## src/rtl/ssd1306_spi_rx.sv

```systemverilog
// ssd1306_spi_rx: SPI target model of an SSD1306 OLED controller.
// It synchronises the SPI pins into clk_in, assembles MSB-first bytes, and decodes
// command/argument framing. It tracks display state and addressing pointers, and
// emits GDDRAM write strobes for data bytes.
// Optional feature: define SSD1306_RX_FRAME_CHECK_EN to pulse frame_error when CS
// rises mid-byte. Otherwise frame_error is tied low.
`timescale 1ns/1ps

module ssd1306_spi_rx #(
  parameter int SYNC_STAGES = 2,
  parameter int COLS        = 128,
  parameter int PAGES       = 8
) (
  input  logic                       clk_in,
  input  logic                       reset_in,
  input  logic                       spi_csn,
  input  logic                       spi_sck,
  input  logic                       spi_mosi,
  input  logic                       spi_dc,
  output logic                       rx_valid,
  output logic [7:0]                 rx_byte,
  output logic                       rx_is_data,
  output logic                       cmd_start,
  output logic [2:0]                 arg_index,
  output logic                       wr_en,
  output logic [$clog2(PAGES)-1:0]   wr_page,
  output logic [$clog2(COLS)-1:0]    wr_col,
  output logic [7:0]                 wr_data,
  output logic                       display_on,
  output logic [7:0]                 contrast,
  output logic                       charge_pump_en,
  output logic                       frame_error
);

  localparam int CW = $clog2(COLS);
  localparam int PW = $clog2(PAGES);

  localparam logic ST_CMD  = 1'b0;
  localparam logic ST_ARGS = 1'b1;

  localparam logic [CW-1:0] COL_MAX  = CW'(COLS - 1);
  localparam logic [PW-1:0] PAGE_MAX = PW'(PAGES - 1);

  // Number of argument bytes that follow each opcode; unknown opcodes take none.
  function automatic logic [2:0] arg_count(input logic [7:0] op);
    case (op)
      8'h81, 8'h8D, 8'h20, 8'hA8, 8'hD3,
      8'hD5, 8'hD9, 8'hDA, 8'hDB:         arg_count = 3'd1;
      8'h21, 8'h22, 8'hA3:                arg_count = 3'd2;
      8'h29, 8'h2A:                       arg_count = 3'd5;
      8'h26, 8'h27:                       arg_count = 3'd6;
      default:                            arg_count = 3'd0;
    endcase
  endfunction

  // Synchroniser chains: shift toward the MSB, and the MSB is the synchronised value.
  logic [SYNC_STAGES-1:0] csn_sync_q, sck_sync_q, mosi_sync_q, dc_sync_q;
  logic csn_s, sck_s, mosi_s, dc_s;
  assign csn_s  = csn_sync_q[SYNC_STAGES-1];
  assign sck_s  = sck_sync_q[SYNC_STAGES-1];
  assign mosi_s = mosi_sync_q[SYNC_STAGES-1];
  assign dc_s   = dc_sync_q[SYNC_STAGES-1];

  // Receiver state
  logic          sck_prev_q, csn_prev_q, armed_q, armed_d;
  logic [2:0]    bit_cnt_q, bit_cnt_d;
  logic [6:0]    shift_q, shift_d;

  // Command FSM state
  logic          state_q, state_d;
  logic [7:0]    op_q, op_d, arg0_q, arg0_d;
  logic [2:0]    args_left_q, args_left_d, arg_idx_q, arg_idx_d;

  // Display state
  logic          display_on_q, display_on_d, cp_q, cp_d;
  logic [7:0]    contrast_q, contrast_d;
  logic [1:0]    mode_q, mode_d;
  logic [CW-1:0] col_q, col_d, col_start_q, col_start_d, col_end_q, col_end_d;
  logic [PW-1:0] page_q, page_d, page_start_q, page_start_d, page_end_q, page_end_d;

  // Registered outputs
  logic          rx_valid_q, rx_valid_d, rx_is_data_q, rx_is_data_d;
  logic          cmd_start_q, cmd_start_d, wr_en_q, wr_en_d;
  logic [7:0]    rx_byte_q, rx_byte_d, wr_data_q, wr_data_d;
  logic [2:0]    arg_index_q, arg_index_d;
  logic [PW-1:0] wr_page_q, wr_page_d;
  logic [CW-1:0] wr_col_q, wr_col_d;

  // Combinational helpers
  logic          bit_accept, byte_done, col_last, page_last;
  logic [2:0]    cnt_next, n_args;
  logic [7:0]    rx_b, first_arg, col8;

  // Next-state logic: bit assembly, command decode, and pointer advance.
  // NOTE: every signal written here receives a default first, so no path can infer a latch.
  always_comb begin
    armed_d      = armed_q | csn_s;
    shift_d      = shift_q;
    state_d      = state_q;
    op_d         = op_q;
    arg0_d       = arg0_q;
    args_left_d  = args_left_q;
    arg_idx_d    = arg_idx_q;
    display_on_d = display_on_q;
    cp_d         = cp_q;
    contrast_d   = contrast_q;
    mode_d       = mode_q;
    col_d        = col_q;
    col_start_d  = col_start_q;
    col_end_d    = col_end_q;
    page_d       = page_q;
    page_start_d = page_start_q;
    page_end_d   = page_end_q;
    rx_valid_d   = 1'b0;
    wr_en_d      = 1'b0;
    rx_byte_d    = rx_byte_q;
    rx_is_data_d = rx_is_data_q;
    cmd_start_d  = cmd_start_q;
    arg_index_d  = arg_index_q;
    wr_page_d    = wr_page_q;
    wr_col_d     = wr_col_q;
    wr_data_d    = wr_data_q;
    n_args       = arg_count(rx_b);
    first_arg    = (arg_idx_q == 3'd0) ? rx_b : arg0_q;
    col8         = 8'(col_q);
    col_last     = (col_q == col_end_q) || (col_q == COL_MAX);
    page_last    = (page_q == page_end_q) || (page_q == PAGE_MAX);

    // A rise still counts when it reaches the synchroniser together with CS going high.
    bit_accept = armed_q && sck_s && !sck_prev_q && (!csn_s || !csn_prev_q);
    cnt_next   = bit_accept ? bit_cnt_q + 3'd1 : bit_cnt_q;
    byte_done  = bit_accept && (bit_cnt_q == 3'd7);
    rx_b       = {shift_q, mosi_s};
    bit_cnt_d  = csn_s ? 3'd0 : cnt_next;
    if (bit_accept) shift_d = rx_b[6:0];

    if (byte_done) begin
      rx_valid_d   = 1'b1;
      rx_byte_d    = rx_b;
      rx_is_data_d = dc_s;
      cmd_start_d  = 1'b0;
      arg_index_d  = 3'd0;
      if (dc_s) begin
        // A data byte cancels any half-received command and goes to GDDRAM.
        state_d     = ST_CMD;
        args_left_d = 3'd0;
        wr_en_d     = 1'b1;
        wr_page_d   = page_q;
        wr_col_d    = col_q;
        wr_data_d   = rx_b;
        case (mode_q)
          2'd0: begin
            if (col_last) begin
              col_d  = col_start_q;
              page_d = page_last ? page_start_q : page_q + 1'b1;
            end else begin
              col_d = col_q + 1'b1;
            end
          end
          2'd1: begin
            if (page_last) begin
              page_d = page_start_q;
              col_d  = col_last ? col_start_q : col_q + 1'b1;
            end else begin
              page_d = page_q + 1'b1;
            end
          end
          default: col_d = (col_q == COL_MAX) ? '0 : col_q + 1'b1;
        endcase
      end else if (state_q == ST_CMD) begin
        cmd_start_d = 1'b1;
        if (n_args != 3'd0) begin
          state_d     = ST_ARGS;
          op_d        = rx_b;
          args_left_d = n_args;
          arg_idx_d   = 3'd0;
        end else begin
          if (rx_b == 8'hAF) display_on_d = 1'b1;
          if (rx_b == 8'hAE) display_on_d = 1'b0;
          if (mode_q == 2'd2) begin
            if (rx_b[7:3] == 5'b10110) page_d = PW'(rx_b[2:0]);
            if (rx_b[7:4] == 4'h0)     col_d  = CW'({col8[7:4], rx_b[3:0]});
            if (rx_b[7:4] == 4'h1)     col_d  = CW'({rx_b[3:0], col8[3:0]});
          end
        end
      end else begin
        arg_index_d = arg_idx_q;
        if (arg_idx_q == 3'd0) arg0_d = rx_b;
        if (args_left_q == 3'd1) begin
          state_d     = ST_CMD;
          args_left_d = 3'd0;
          case (op_q)
            8'h81: contrast_d = rx_b;
            8'h8D: cp_d = rx_b[2];
            8'h20: if (rx_b[1:0] != 2'd3) mode_d = rx_b[1:0];
            8'h21: begin
              col_start_d = CW'(first_arg);
              col_end_d   = CW'(rx_b);
              col_d       = CW'(first_arg);
            end
            8'h22: begin
              page_start_d = PW'(first_arg);
              page_end_d   = PW'(rx_b);
              page_d       = PW'(first_arg);
            end
            default: ;
          endcase
        end else begin
          args_left_d = args_left_q - 3'd1;
          arg_idx_d   = arg_idx_q + 3'd1;
        end
      end
    end
  end

  // State registers with synchronous active-high reset.
  // NOTE: sequential state uses non-blocking assignments only, so every flop samples pre-edge values.
  always_ff @(posedge clk_in) begin
    if (reset_in) begin
      csn_sync_q   <= '0;
      sck_sync_q   <= '0;
      mosi_sync_q  <= '0;
      dc_sync_q    <= '0;
      sck_prev_q   <= 1'b0;
      csn_prev_q   <= 1'b0;
      armed_q      <= 1'b0;
      bit_cnt_q    <= 3'd0;
      shift_q      <= 7'd0;
      state_q      <= ST_CMD;
      op_q         <= 8'd0;
      arg0_q       <= 8'd0;
      args_left_q  <= 3'd0;
      arg_idx_q    <= 3'd0;
      display_on_q <= 1'b0;
      cp_q         <= 1'b0;
      contrast_q   <= 8'h7F;
      mode_q       <= 2'd2;
      col_q        <= '0;
      col_start_q  <= '0;
      col_end_q    <= COL_MAX;
      page_q       <= '0;
      page_start_q <= '0;
      page_end_q   <= PAGE_MAX;
      rx_valid_q   <= 1'b0;
      rx_byte_q    <= 8'd0;
      rx_is_data_q <= 1'b0;
      cmd_start_q  <= 1'b0;
      arg_index_q  <= 3'd0;
      wr_en_q      <= 1'b0;
      wr_page_q    <= '0;
      wr_col_q     <= '0;
      wr_data_q    <= 8'd0;
    end else begin
      csn_sync_q   <= {csn_sync_q[SYNC_STAGES-2:0], spi_csn};
      sck_sync_q   <= {sck_sync_q[SYNC_STAGES-2:0], spi_sck};
      mosi_sync_q  <= {mosi_sync_q[SYNC_STAGES-2:0], spi_mosi};
      dc_sync_q    <= {dc_sync_q[SYNC_STAGES-2:0], spi_dc};
      sck_prev_q   <= sck_s;
      csn_prev_q   <= csn_s;
      armed_q      <= armed_d;
      bit_cnt_q    <= bit_cnt_d;
      shift_q      <= shift_d;
      state_q      <= state_d;
      op_q         <= op_d;
      arg0_q       <= arg0_d;
      args_left_q  <= args_left_d;
      arg_idx_q    <= arg_idx_d;
      display_on_q <= display_on_d;
      cp_q         <= cp_d;
      contrast_q   <= contrast_d;
      mode_q       <= mode_d;
      col_q        <= col_d;
      col_start_q  <= col_start_d;
      col_end_q    <= col_end_d;
      page_q       <= page_d;
      page_start_q <= page_start_d;
      page_end_q   <= page_end_d;
      rx_valid_q   <= rx_valid_d;
      rx_byte_q    <= rx_byte_d;
      rx_is_data_q <= rx_is_data_d;
      cmd_start_q  <= cmd_start_d;
      arg_index_q  <= arg_index_d;
      wr_en_q      <= wr_en_d;
      wr_page_q    <= wr_page_d;
      wr_col_q     <= wr_col_d;
      wr_data_q    <= wr_data_d;
    end
  end

`ifdef SSD1306_RX_FRAME_CHECK_EN
  logic frame_error_q;
  // A CS rise that leaves a partial byte behind is flagged for one cycle.
  always_ff @(posedge clk_in) begin
    if (reset_in) frame_error_q <= 1'b0;
    else          frame_error_q <= csn_s && !csn_prev_q && (cnt_next != 3'd0);
  end
  assign frame_error = frame_error_q;
`else
  assign frame_error = 1'b0;
`endif

  assign rx_valid       = rx_valid_q;
  assign rx_byte        = rx_byte_q;
  assign rx_is_data     = rx_is_data_q;
  assign cmd_start      = cmd_start_q;
  assign arg_index      = arg_index_q;
  assign wr_en          = wr_en_q;
  assign wr_page        = wr_page_q;
  assign wr_col         = wr_col_q;
  assign wr_data        = wr_data_q;
  assign display_on     = display_on_q;
  assign contrast       = contrast_q;
  assign charge_pump_en = cp_q;

endmodule

```

## config.mk

```make
export PLATFORM = sky130hd
export DESIGN_NAME = ssd1306_spi_rx
export DESIGN_NICKNAME = d
export VERILOG_FILES = /design/src/rtl/ssd1306_spi_rx.sv
export SDC_FILE = /design/constraint.sdc
export NUM_CORES = 1
export LEC_CHECK = 0
export CAP_MARGIN = 20
export CORE_ASPECT_RATIO = 1.2
export CORE_UTILIZATION = 62
export CTS_CLUSTER_SIZE = 14
export DETAILED_ROUTE_END_ITERATION = 10
export PLACE_DENSITY_LB_ADDON = 0.05
export SETUP_SLACK_MARGIN = 0.5
export SLEW_MARGIN = 0
export SYNTH_ARGS = -nofsm -noshare
export SYNTH_HDL_FRONTEND = slang
export SYNTH_SLANG_ARGS = --single-unit
```

## constraint.sdc

```tcl
create_clock -name clk_in -period 3.3 [get_ports clk_in]
set_clock_uncertainty 0.05 [all_clocks]
set_input_delay 0.33 -clock clk_in [delete_from_list [all_inputs] [get_ports clk_in]]
set_output_delay 0.33 -clock clk_in [all_outputs]
set_load 0.005 [all_outputs]
```

==> results.txt, run 1 <==
Final WS setup: 0.688 ns
Port Buffers: 48
grt total ovfl: 0
Hold EP: arg0_q[4]
Period Utilization, post-route: 79.1%
WL per Instance: 17.7 um
reg-to-reg endpoint: arg0_q[0]
Critical Path RT: 3.64 ns
Setup Crit Path Kind: flip-flop to flip-flop
FF+latch count, synth: 118
CTS root buf: clkbuf_8
Synth area leaders: dfxtp_1, mux2i_1, nand2_1, a21oi_1, nor2b_1
Setup TNS Final: 0 ns
Post-Syn Area: 0.00556 mm^2
outcome: finished clean
DR vias: 4,726
Unique masters post-synth: 69
CP arrival: 2.95 ns
Post-CTS Setup Inserts: 0
worst slew pin tran: 1.03 ns
Overall Power: 3.31 mW
CP endpoint kind: flip-flop
1st-pass router iterations: 6
Starting DRT DRC Count: 382
Final GP Congestion: 0.863
Lkg Pwr: 2.32 nW
Post-Place Worst Slack: 0.589 ns
Ant. Diodes: 0
H-tree levels: 4
Async SR Flop Fraction: 0%
flop-to-flop setup slack: 0.69 ns
clk slew on worst S/H paths: 0.06 ns
vias per cell: 6.11
Max VDD drop: 0.401 mV
Fmax: 383 MHz
Routed Antenna Nets: 0
Max-Cap Viols: 0
initial antenna violation count: 0
die extent in y: 106 um
r2r worst-path depth: 7
max-slew violation count: 0
post-synthesis sequential area ratio: 42.5%
Hold Startpoint: reset_in
non-filler cells, final: 774
later-pin clock latency in the skew report: 0.52 ns
worst-path maximum fanout: 17
unrepaired setup endpoints after global routing: false
number of flops mapped to enable cells by yosys: 0
share of cells above drive strength 1: 10.4%
DP Wirelength: 8970 um
Synth-to-Final Area Change: 19.4%
core box area: 0.00866 mm^2
Cells after DPL: 742
endpoints failing setup: 0
first-pass GRT wire length: 22,400 um
die width: 88.4 um
Slew headroom: 31.0%
worst hold path type: input pin to flip-flop
CTS tree: built
Synth top cells by count: dfxtp_1, nand2_1, nor2_1
CTS Sinks: 118
Ys Warns: 0
Hold WS: 0.204 ns
Setup crit start kind: flip-flop
Tot GR Track Use: 31.7%
PD cells: 500 mW/mm^2
Filler cells: 626
largest net degree at the start of global routing: 46
final hold viol count: 0
DRC viols: 0
post-synthesis net count: 630
count leader, synth: dfxtp_1
Main synth FF type: dfxtp_1
vias in the first global route: 4,472
I/O pin cnt: 50
final WL: 13,700 um
initial core utilization: 64.2%
Clock Tree Buf Depth: 2
post-synthesis cell count: 615
number of CTS-inserted buffers: 17
worst hold path cell count: 2
syn_area_per_cell: 9.03 um^2
Worst R2R Start: bit_cnt_q[0]
row count: 37
Yosys top cell area share: 42.5%
area leader, netlist: dfxtp_1
nets@finish: 659
DIE AREA: 0.00934 mm^2
fin crit period: 2.61 ns
## cells by family after synthesis
kind of cell / count (synthesis) / share of synthesized area (%)
other: 1 / 0.0675
adder cells (fa/ha/maj): 9 / 2.03
multiplexers: 51 / 9.32
AND/OR/NAND/NOR: 237 / 22.6
AO/OA/AOI/OAI: 121 / 15.6
XOR/XNOR: 18 / 2.84
flip-flops: 118 / 42.5
buffers and inverters: 60 / 5.04
## per-layer routing
layer  share of wire (%)  global-route usage [%]  up-vias
li1                    -                       -     2226
met1                  41                    38.9     2256
met2                  50                    51.9      193
met3                 5.3                    5.79       51
met4                 3.6                    16.8        0
met5                   0                       0        -
## critical path: stages, from the launching register on
cell	delay, ns
dfxtp_1	0.35
ha_1	0.15
ha_1	0.18
nand4_2	0.25
buf_4	0.31
nor3_2	0.85
mux2i_1	0.28
nor2_1	0.06
## where the power goes
| group | leakage [nW] | total [mW] | internal (mW) | switching [mW] |
|---|---|---|---|---|
| combinational | 1.08 | 0.0564 | 0.0184 | 0.0380 |
| sequential | 0.953 | 1.44 | 1.43 | 0.00727 |
| clock | 0.281 | 1.82 | 1.17 | 0.650 |
## layout by cell type (no fill, tap or decap), types with 11 or more instances in the layout
master,Yosys,routed
buf_4,4,13
clkbuf_16,0,16
a211oi_1,16,16
clkdlybuf4s50_1,0,47
nand2b_1,11,11
mux2i_1,45,45
nor2b_1,35,35
nand3_1,15,15
dfxtp_1,118,118
nand2_1,70,70
a21oi_1,45,45
nor2_1,51,51
a211o_1,22,22
## stage by stage
step / instance area [um^2] / utilization [%]
final: 6630 / 76.6
after global routing: 6630 / 76.6
after CTS: 6620 / 76.4
after detailed placement: 6030 / 69.6
after global placement: 6030 / 69.6
after floorplan: 5560 / -
## registers in the layout, summed over array words and instances (netlist names), 7 cells and up
signal,cells
rx_byte,8
op_q,8
contrast,8
wr_col,7
arg0_q,7
col_end_q,7
wr_data,8
col_start_q,7
col_q,7
shift_q,7
## cell type report
| cell class | count | area (um^2) | share of cell area [%] |
|---|---|---|---|
| tap | 117 | 146 | 2.21 |
| sequential | 118 | 2360 | 35.6 |
| timing repair buffer | 60 | 568 | 8.57 |
| clock inverter | 12 | 154 | 2.32 |
| inverter | 10 | 37.5 | 0.566 |
| multi-input combinational | 437 | 2930 | 44.2 |
| clock buffer | 20 | 435 | 6.57 |
## worst max-delay path by stage
| stage | slack [ns] | from | endpoint |
|---|---|---|---|
| 3_5_place_dp | 0.59 | shift_q[4] | op_q[3] |
| 5_1_grt | 0.53 | shift_q[4] | op_q[2] |
| 3_3_place_gp | 0.66 | shift_q[4] | op_q[5] |
| 2_1_floorplan | 1.20 | bit_cnt_q[0] | contrast[5] |
| 4_1_cts | 0.55 | shift_q[4] | op_q[6] |
| 6_report | 0.69 | bit_cnt_q[0] | arg0_q[0] |
## repair_timing
action	4_1_cts	5_1_grt
gates resized for setup	0	2
endpoints found under the setup margin	0	10
hold buffers	0	0
No activity file was read; power rests on OpenSTA's default activity.
==> run 2: changes to the inputs <==
--- a/config.mk
+++ b/config.mk
@@ -7,7 +7,7 @@
 export LEC_CHECK = 0
 export CAP_MARGIN = 20
 export CORE_ASPECT_RATIO = 1.2
-export CORE_UTILIZATION = 62
+export CORE_UTILIZATION = 52
 export CTS_CLUSTER_SIZE = 14
 export DETAILED_ROUTE_END_ITERATION = 10
 export PLACE_DENSITY_LB_ADDON = 0.05
==> constraint.sdc (replaced) <==
create_clock -name clk_in -period 2.3 [get_ports clk_in]
set_clock_uncertainty 0.05 [all_clocks]
set_input_delay 0.23 -clock clk_in [delete_from_list [all_inputs] [get_ports clk_in]]
set_output_delay 0.23 -clock clk_in [all_outputs]
set_load 0.005 [all_outputs]
==> results.txt, run 2 (synthesis results as in run 1) <==
outcome: finished clean (unchanged)
r2r worst-path depth: 7 (unchanged)
final WL: 16,300 um (was 13,700 um)
Final GP Congestion: 0.841 (was 0.863)
Setup crit start kind: flip-flop (unchanged)
Fmax: 440 MHz (was 383 MHz)
Hold EP: col_start_q[4] (was arg0_q[4])
reg-to-reg endpoint: op_q[6] (was arg0_q[0])
worst hold path cell count: 2 (unchanged)
die extent in y: 115 um (was 106 um)
nets@finish: 737 (was 659)
core box area: 0.0102 mm^2 (was 0.00866 mm^2)
Clock Tree Buf Depth: 2 (unchanged)
CP arrival: 2.51 ns (was 2.95 ns)
PD cells: 617 mW/mm^2 (was 500 mW/mm^2)
vias in the first global route: 4,801 (was 4,472)
die width: 96.4 um (was 88.4 um)
CTS root buf: clkbuf_16 (was clkbuf_8)
CTS Hold Bufs: 0 (unchanged)
Max-Cap Viols: 0 (unchanged)
number of CTS-inserted buffers: 17 (unchanged)
later-pin clock latency in the skew report: 0.41 ns (was 0.52 ns)
CP endpoint kind: flip-flop (unchanged)
1st-pass router iterations: 5 (was 6)
clk slew on worst S/H paths: 0.06 ns (about the same)
Lkg Pwr: 2.92 nW (was 2.32 nW)
I/O pin cnt: 50 (unchanged)
H-tree levels: 4 (unchanged)
fin crit period: 2.27 ns (was 2.61 ns)
DRC viols: 0 (unchanged)
Setup Crit Path Kind: flip-flop to flip-flop (unchanged)
Ant. Diodes: 0 (unchanged)
Routed Antenna Nets: 0 (unchanged)
commonest non-fill, non-tap cells in the layout: dfxtp_1, nand2_1, buf_4 (was dfxtp_1, nand2_1, nor2_1)
largest net degree at the start of global routing: 46 (unchanged)
worst slew pin tran: 0.547 ns (was 1.03 ns)
final hold viol count: 0 (unchanged)
Port Buffers: 48 (unchanged)
Max VDD drop: 0.454 mV (was 0.401 mV)
unrepaired setup endpoints after global routing: true (was false)
initial antenna violation count: 0 (unchanged)
Slew headroom: 63.5% (was 31.0%)
Period Utilization, post-route: 98.8% (was 79.1%)
endpoints failing setup: 0 (unchanged)
CTS Sinks: 118 (unchanged)
Critical Path RT: 2.54 ns (was 3.64 ns)
DIE AREA: 0.0111 mm^2 (was 0.00934 mm^2)
share of cells above drive strength 1: 30.7% (was 10.4%)
Final WS setup: 0.0280 ns (was 0.688 ns)
Synth-to-Final Area Change: 43.9% (was 19.4%)
CTS tree: built (unchanged)
flop-to-flop setup slack: 0.03 ns (was 0.69 ns)
worst hold path type: input pin to flip-flop (unchanged)
first-pass GRT wire length: 24,300 um (was 22,400 um)
vias per cell: 5.90 (was 6.11)
Tot GR Track Use: 29.2% (was 31.7%)
max-slew violation count: 0 (unchanged)
DP Wirelength: 10,000 um (was 8970 um)
Post-Place Worst Slack: -0.0429 ns (was 0.589 ns)
initial core utilization: 54.4% (was 64.2%)
DR vias: 5,082 (was 4,726)
Worst R2R Start: shift_q[6] (was bit_cnt_q[0])
Starting DRT DRC Count: 319 (was 382)
fin util: 78.3% (was 76.6%)
Hold Startpoint: reset_in (unchanged)
WL per Instance: 18.9 um (was 17.7 um)
commonest non-fill, non-tap cell in the layout: dfxtp_1 (unchanged)
worst-path maximum fanout: 8 (was 17)
grt total ovfl: 0 (unchanged)
row count: 40 (was 37)
## run 2: worst max path at each step
| stage | start | end | cells after the start |
|---|---|---|---|
| 3_3_place_gp | shift_q[4] | op_q[0] | 7 |
| 3_5_place_dp | shift_q[4] | op_q[6] | 7 |
| 6_report | shift_q[6] | op_q[6] | 7 |
| 4_1_cts | shift_q[6] | op_q[6] | 7 |
| 5_1_grt | shift_q[4] | op_q[6] | 7 |
| 2_1_floorplan | shift_q[5] | op_q[1] | 8 |
## run 2: critical path, stage by stage, from the launching register on
cell	delay, ns
dfxtp_4	0.35
or4b_4	0.58
nor4b_4	0.32
o31ai_4	0.12
a31oi_4	0.21
buf_12	0.17
mux2i_2	0.24
nor2_1	0.09
## run 2: where the power goes
| part | switching, mW | total, mW | internal [mW] |
|---|---|---|---|
| Combinational | 0.0675 | 0.100 | 0.0328 |
| Clock | 0.945 | 2.78 | 1.84 |
| Sequential | 0.00601 | 2.05 | 2.05 |
## run 2: what timing repair did
item / in CTS / in global routing
gates cloned: 2 / 1
setup buffers: 29 / 10
gates resized for setup: 58 / 71
pin swaps: 23 / 27
endpoints found under the setup margin: 61 / 79
## run 2: per-stage QoR
step / power (mW) / hold slack (ns) / std cells / instance area [um^2] / setup TNS [ns]
3_3_place_gp: 2.19 / 0.368 / 787 / 6460 / 0
3_5_place_dp: 2.20 / 0.381 / 787 / 6460 / -0.0429
6_report: 4.93 / 0.247 / 861 / 8000 / 0
5_1_grt: 5.05 / 0.247 / 861 / 8000 / -0.0543
2_1_floorplan: 2.16 / 0.308 / 615 / 5710 / 0
4_1_cts: 4.94 / 0.209 / 850 / 7570 / 0
## run 2: layer usage
metal	share of wire [%]	GRT usage (%)	vias up
li1	-	-	2391
met1	40	34.9	2436
met4	3.4	14.2	0
met5	0	0	-
met3	5.7	6.28	45
met2	51	49.1	210
## run 2: cell type report
class                           count  area (um^2)
Tap cell                          126          158
Fill cell                         660         2210
Clock inverter                     12          178
Inverter                           10         41.3
Multi-Input combinational cell    437         3440
Clock buffer                       20          447
Sequential cell                   118         2400
Timing Repair Buffer              138         1330
==> run 3: changes to the inputs <==
--- a/config.mk
+++ b/config.mk
@@ -7,7 +7,8 @@
 export LEC_CHECK = 0
 export CAP_MARGIN = 20
 export CORE_ASPECT_RATIO = 1.2
-export CORE_UTILIZATION = 52
+export CORE_UTILIZATION = 54
+export CTS_BUF_LIST = sky130_fd_sc_hd__clkbuf_2 sky130_fd_sc_hd__clkbuf_4 sky130_fd_sc_hd__clkbuf_8
 export CTS_CLUSTER_SIZE = 14
 export DETAILED_ROUTE_END_ITERATION = 10
 export PLACE_DENSITY_LB_ADDON = 0.05
==> results.txt, run 3 (synthesis results as in run 1) <==
outcome: finished clean (unchanged)
Overall Power: 3.97 mW (was 4.93 mW)
endpoints failing setup: 0 (unchanged)
final WL: 17,800 um (was 16,300 um)
Final GP Congestion: 0.881 (was 0.841)
core box area: 0.0100 mm^2 (was 0.0102 mm^2)
Hold WS: 0.297 ns (was 0.247 ns)
worst slew pin tran: 0.812 ns (was 0.547 ns)
Reg area: 0.00240 mm^2 (unchanged)
Clock Tree Buf Depth: 2 (unchanged)
Setup crit start: shift_q[1] (was shift_q[6])
H-tree levels: 4 (unchanged)
Max VDD drop: 0.358 mV (was 0.454 mV)
CTS tree: built (unchanged)
CTS Hold Bufs: 0 (unchanged)
WL per Instance: 20.4 um (was 18.9 um)
initial antenna violation count: 0 (unchanged)
worst hold path type: input pin to flip-flop (unchanged)
row count: 40 (unchanged)
CP arrival: 2.52 ns (was 2.51 ns)
I/O pin cnt: 50 (unchanged)
Final WS setup: 0.0125 ns (was 0.0280 ns)
fin util: 80.3% (was 78.3%)
Worst R2R Start: shift_q[1] (was shift_q[6])
DR vias: 5,314 (was 5,082)
1st-pass router iterations: 5 (unchanged)
clock power share: 45.7% (was 56.4%)
worst-path maximum fanout: 8 (unchanged)
Max-Cap Viols: 0 (unchanged)
later-pin clock latency in the skew report: 0.44 ns (was 0.41 ns)
DRC viols: 0 (unchanged)
Design Area, Final: 0.00804 mm^2 (was 0.00800 mm^2)
Setup crit start kind: flip-flop (unchanged)
Period Utilization, post-route: 99.5% (was 98.8%)
Synth-to-Final Area Change: 44.8% (was 43.9%)
Filler cells: 609 (was 660)
grt total ovfl: 0 (unchanged)
power share of the combinational group: 2.6% (was 2.0%)
Ant. Diodes: 0 (unchanged)
final hold viol count: 0 (unchanged)
initial core utilization: 55.5% (was 54.4%)
Int Pwr: 3.05 mW (was 3.92 mW)
vias in the first global route: 5,078 (was 4,801)
Routed Antenna Nets: 0 (unchanged)
number of CTS-inserted buffers: 17 (unchanged)
Post-Place Worst Slack: 0.103 ns (was -0.0429 ns)
fin crit period: 2.29 ns (was 2.27 ns)
CP endpoint kind: flip-flop (unchanged)
Critical Path RT: 2.53 ns (was 2.54 ns)
P_sw: 0.927 mW (was 1.02 mW)
Starting DRT DRC Count: 399 (was 319)
first-pass GRT wire length: 25,400 um (was 24,300 um)
Hold Startpoint: spi_mosi (was reset_in)
DIE AREA: 0.0107 mm^2 (was 0.0111 mm^2)
commonest non-fill, non-tap cells in the layout: dfxtp_1, buf_4, nand2_1 (was dfxtp_1, nand2_1, buf_4)
die width: 94.6 um (was 96.4 um)
clk slew on worst S/H paths: 0.07 ns (was 0.06 ns)
commonest non-fill, non-tap cell in the layout: dfxtp_1 (unchanged)
Slew headroom: 45.9% (was 63.5%)
Tot GR Track Use: 31.1% (was 29.2%)
share of cells above drive strength 1: 34.6% (was 30.7%)
DP Wirelength: 9960 um (was 10,000 um)
Cell Area, Placed: 0.00643 mm^2 (was 0.00646 mm^2)
die extent in y: 113 um (was 115 um)
Setup Crit Path Kind: flip-flop to flip-flop (unchanged)
max-slew violation count: 0 (unchanged)
Lkg Pwr: 3.01 nW (was 2.92 nW)
nets@finish: 748 (was 737)
largest net degree at the start of global routing: 76 (was 46)
CTS Sinks: 118 (unchanged)
unrepaired setup endpoints after global routing: true (unchanged)
area occupied by multi-input gates: 0.00350 mm^2 (was 0.00344 mm^2)
Fmax: 437 MHz (was 440 MHz)
vias per cell: 6.09 (was 5.90)
CTS root buf: clkbuf_8 (was clkbuf_16)
switching share of power: 23.3% (was 20.6%)
PD cells: 494 mW/mm^2 (was 617 mW/mm^2)
Port Buffers: 48 (unchanged)
Reg power frac: 51.7% (was 41.6%)
==> run 3: changes by cell type in the layout (fill, tap and decap cells not counted), sizes merged <==
cell    before  now
clkbuf      20   26
clkinv       4    3
bufbuf       0    1
buf         91   99
bufinv       4    1
==> run 3: final timing paths <==
path / to / slack, ns / cells after the start
min: mosi_sync_q[0] / 0.30 / 2
max reg2reg: op_q[1] / 0.01 / 7
min reg2reg: sck_sync_q[1] / 0.39 / 1
max: op_q[1] / 0.01 / 7
==> run 3: worst max-delay path: stages (launching register included) <==
cell and delay (ns):
dfxtp_2 0.35, or4_1 0.51, nor3_1 0.40, a311oi_4 0.12, a31oi_4 0.24, buf_12 0.16, mux2i_2 0.22, nor2_1 0.08
==> run 3: timing repair <==
action                     in CTS  in global routing
gates resized for setup        64                115
setup endpoints to repair      71                 85
pin swaps                      20                 38
cloned                          6                  2
buffers inserted               23                 25
==> run 3: per-stage QoR <==
step | instances | TNS [ns]
CTS | 845 | 0
finish | 872 | 0
global route | 872 | -0.0309
global placement | 784 | 0
detailed placement | 784 | 0
floorplan | 615 | 0
==> run 3: cell type report <==
cell class                      instances  area share (%)
Clock buffer                           24            3.72
Clock inverter                          8           0.934
Inverter                               10           0.513
Multi-Input combinational cell        437            43.5
Sequential cell                       118            29.8
Tap cell                              126            1.96
Timing Repair Buffer                  149            19.6
==> run 3: power groups by stage <==
stage	Combinational (mW)	Sequential (mW)	Clock (mW)
3_3_place_gp	0.0884	2.10	0
3_5_place_dp	0.0899	2.10	0
5_1_grt	0.111	2.05	1.91
4_1_cts	0.0916	2.06	1.81
2_1_floorplan	0.0636	2.10	0
6_report	0.105	2.05	1.81
==> run 3: per-layer routing <==
layer / up-vias / part of all wire [%] / track usage, %
met5: - / 0 / 0
met4: 0 / 4.1 / 14.9
met3: 66 / 5.3 / 6.45
met2: 226 / 52 / 53.2
met1: 2616 / 39 / 36.7
li1: 2406 / - / -
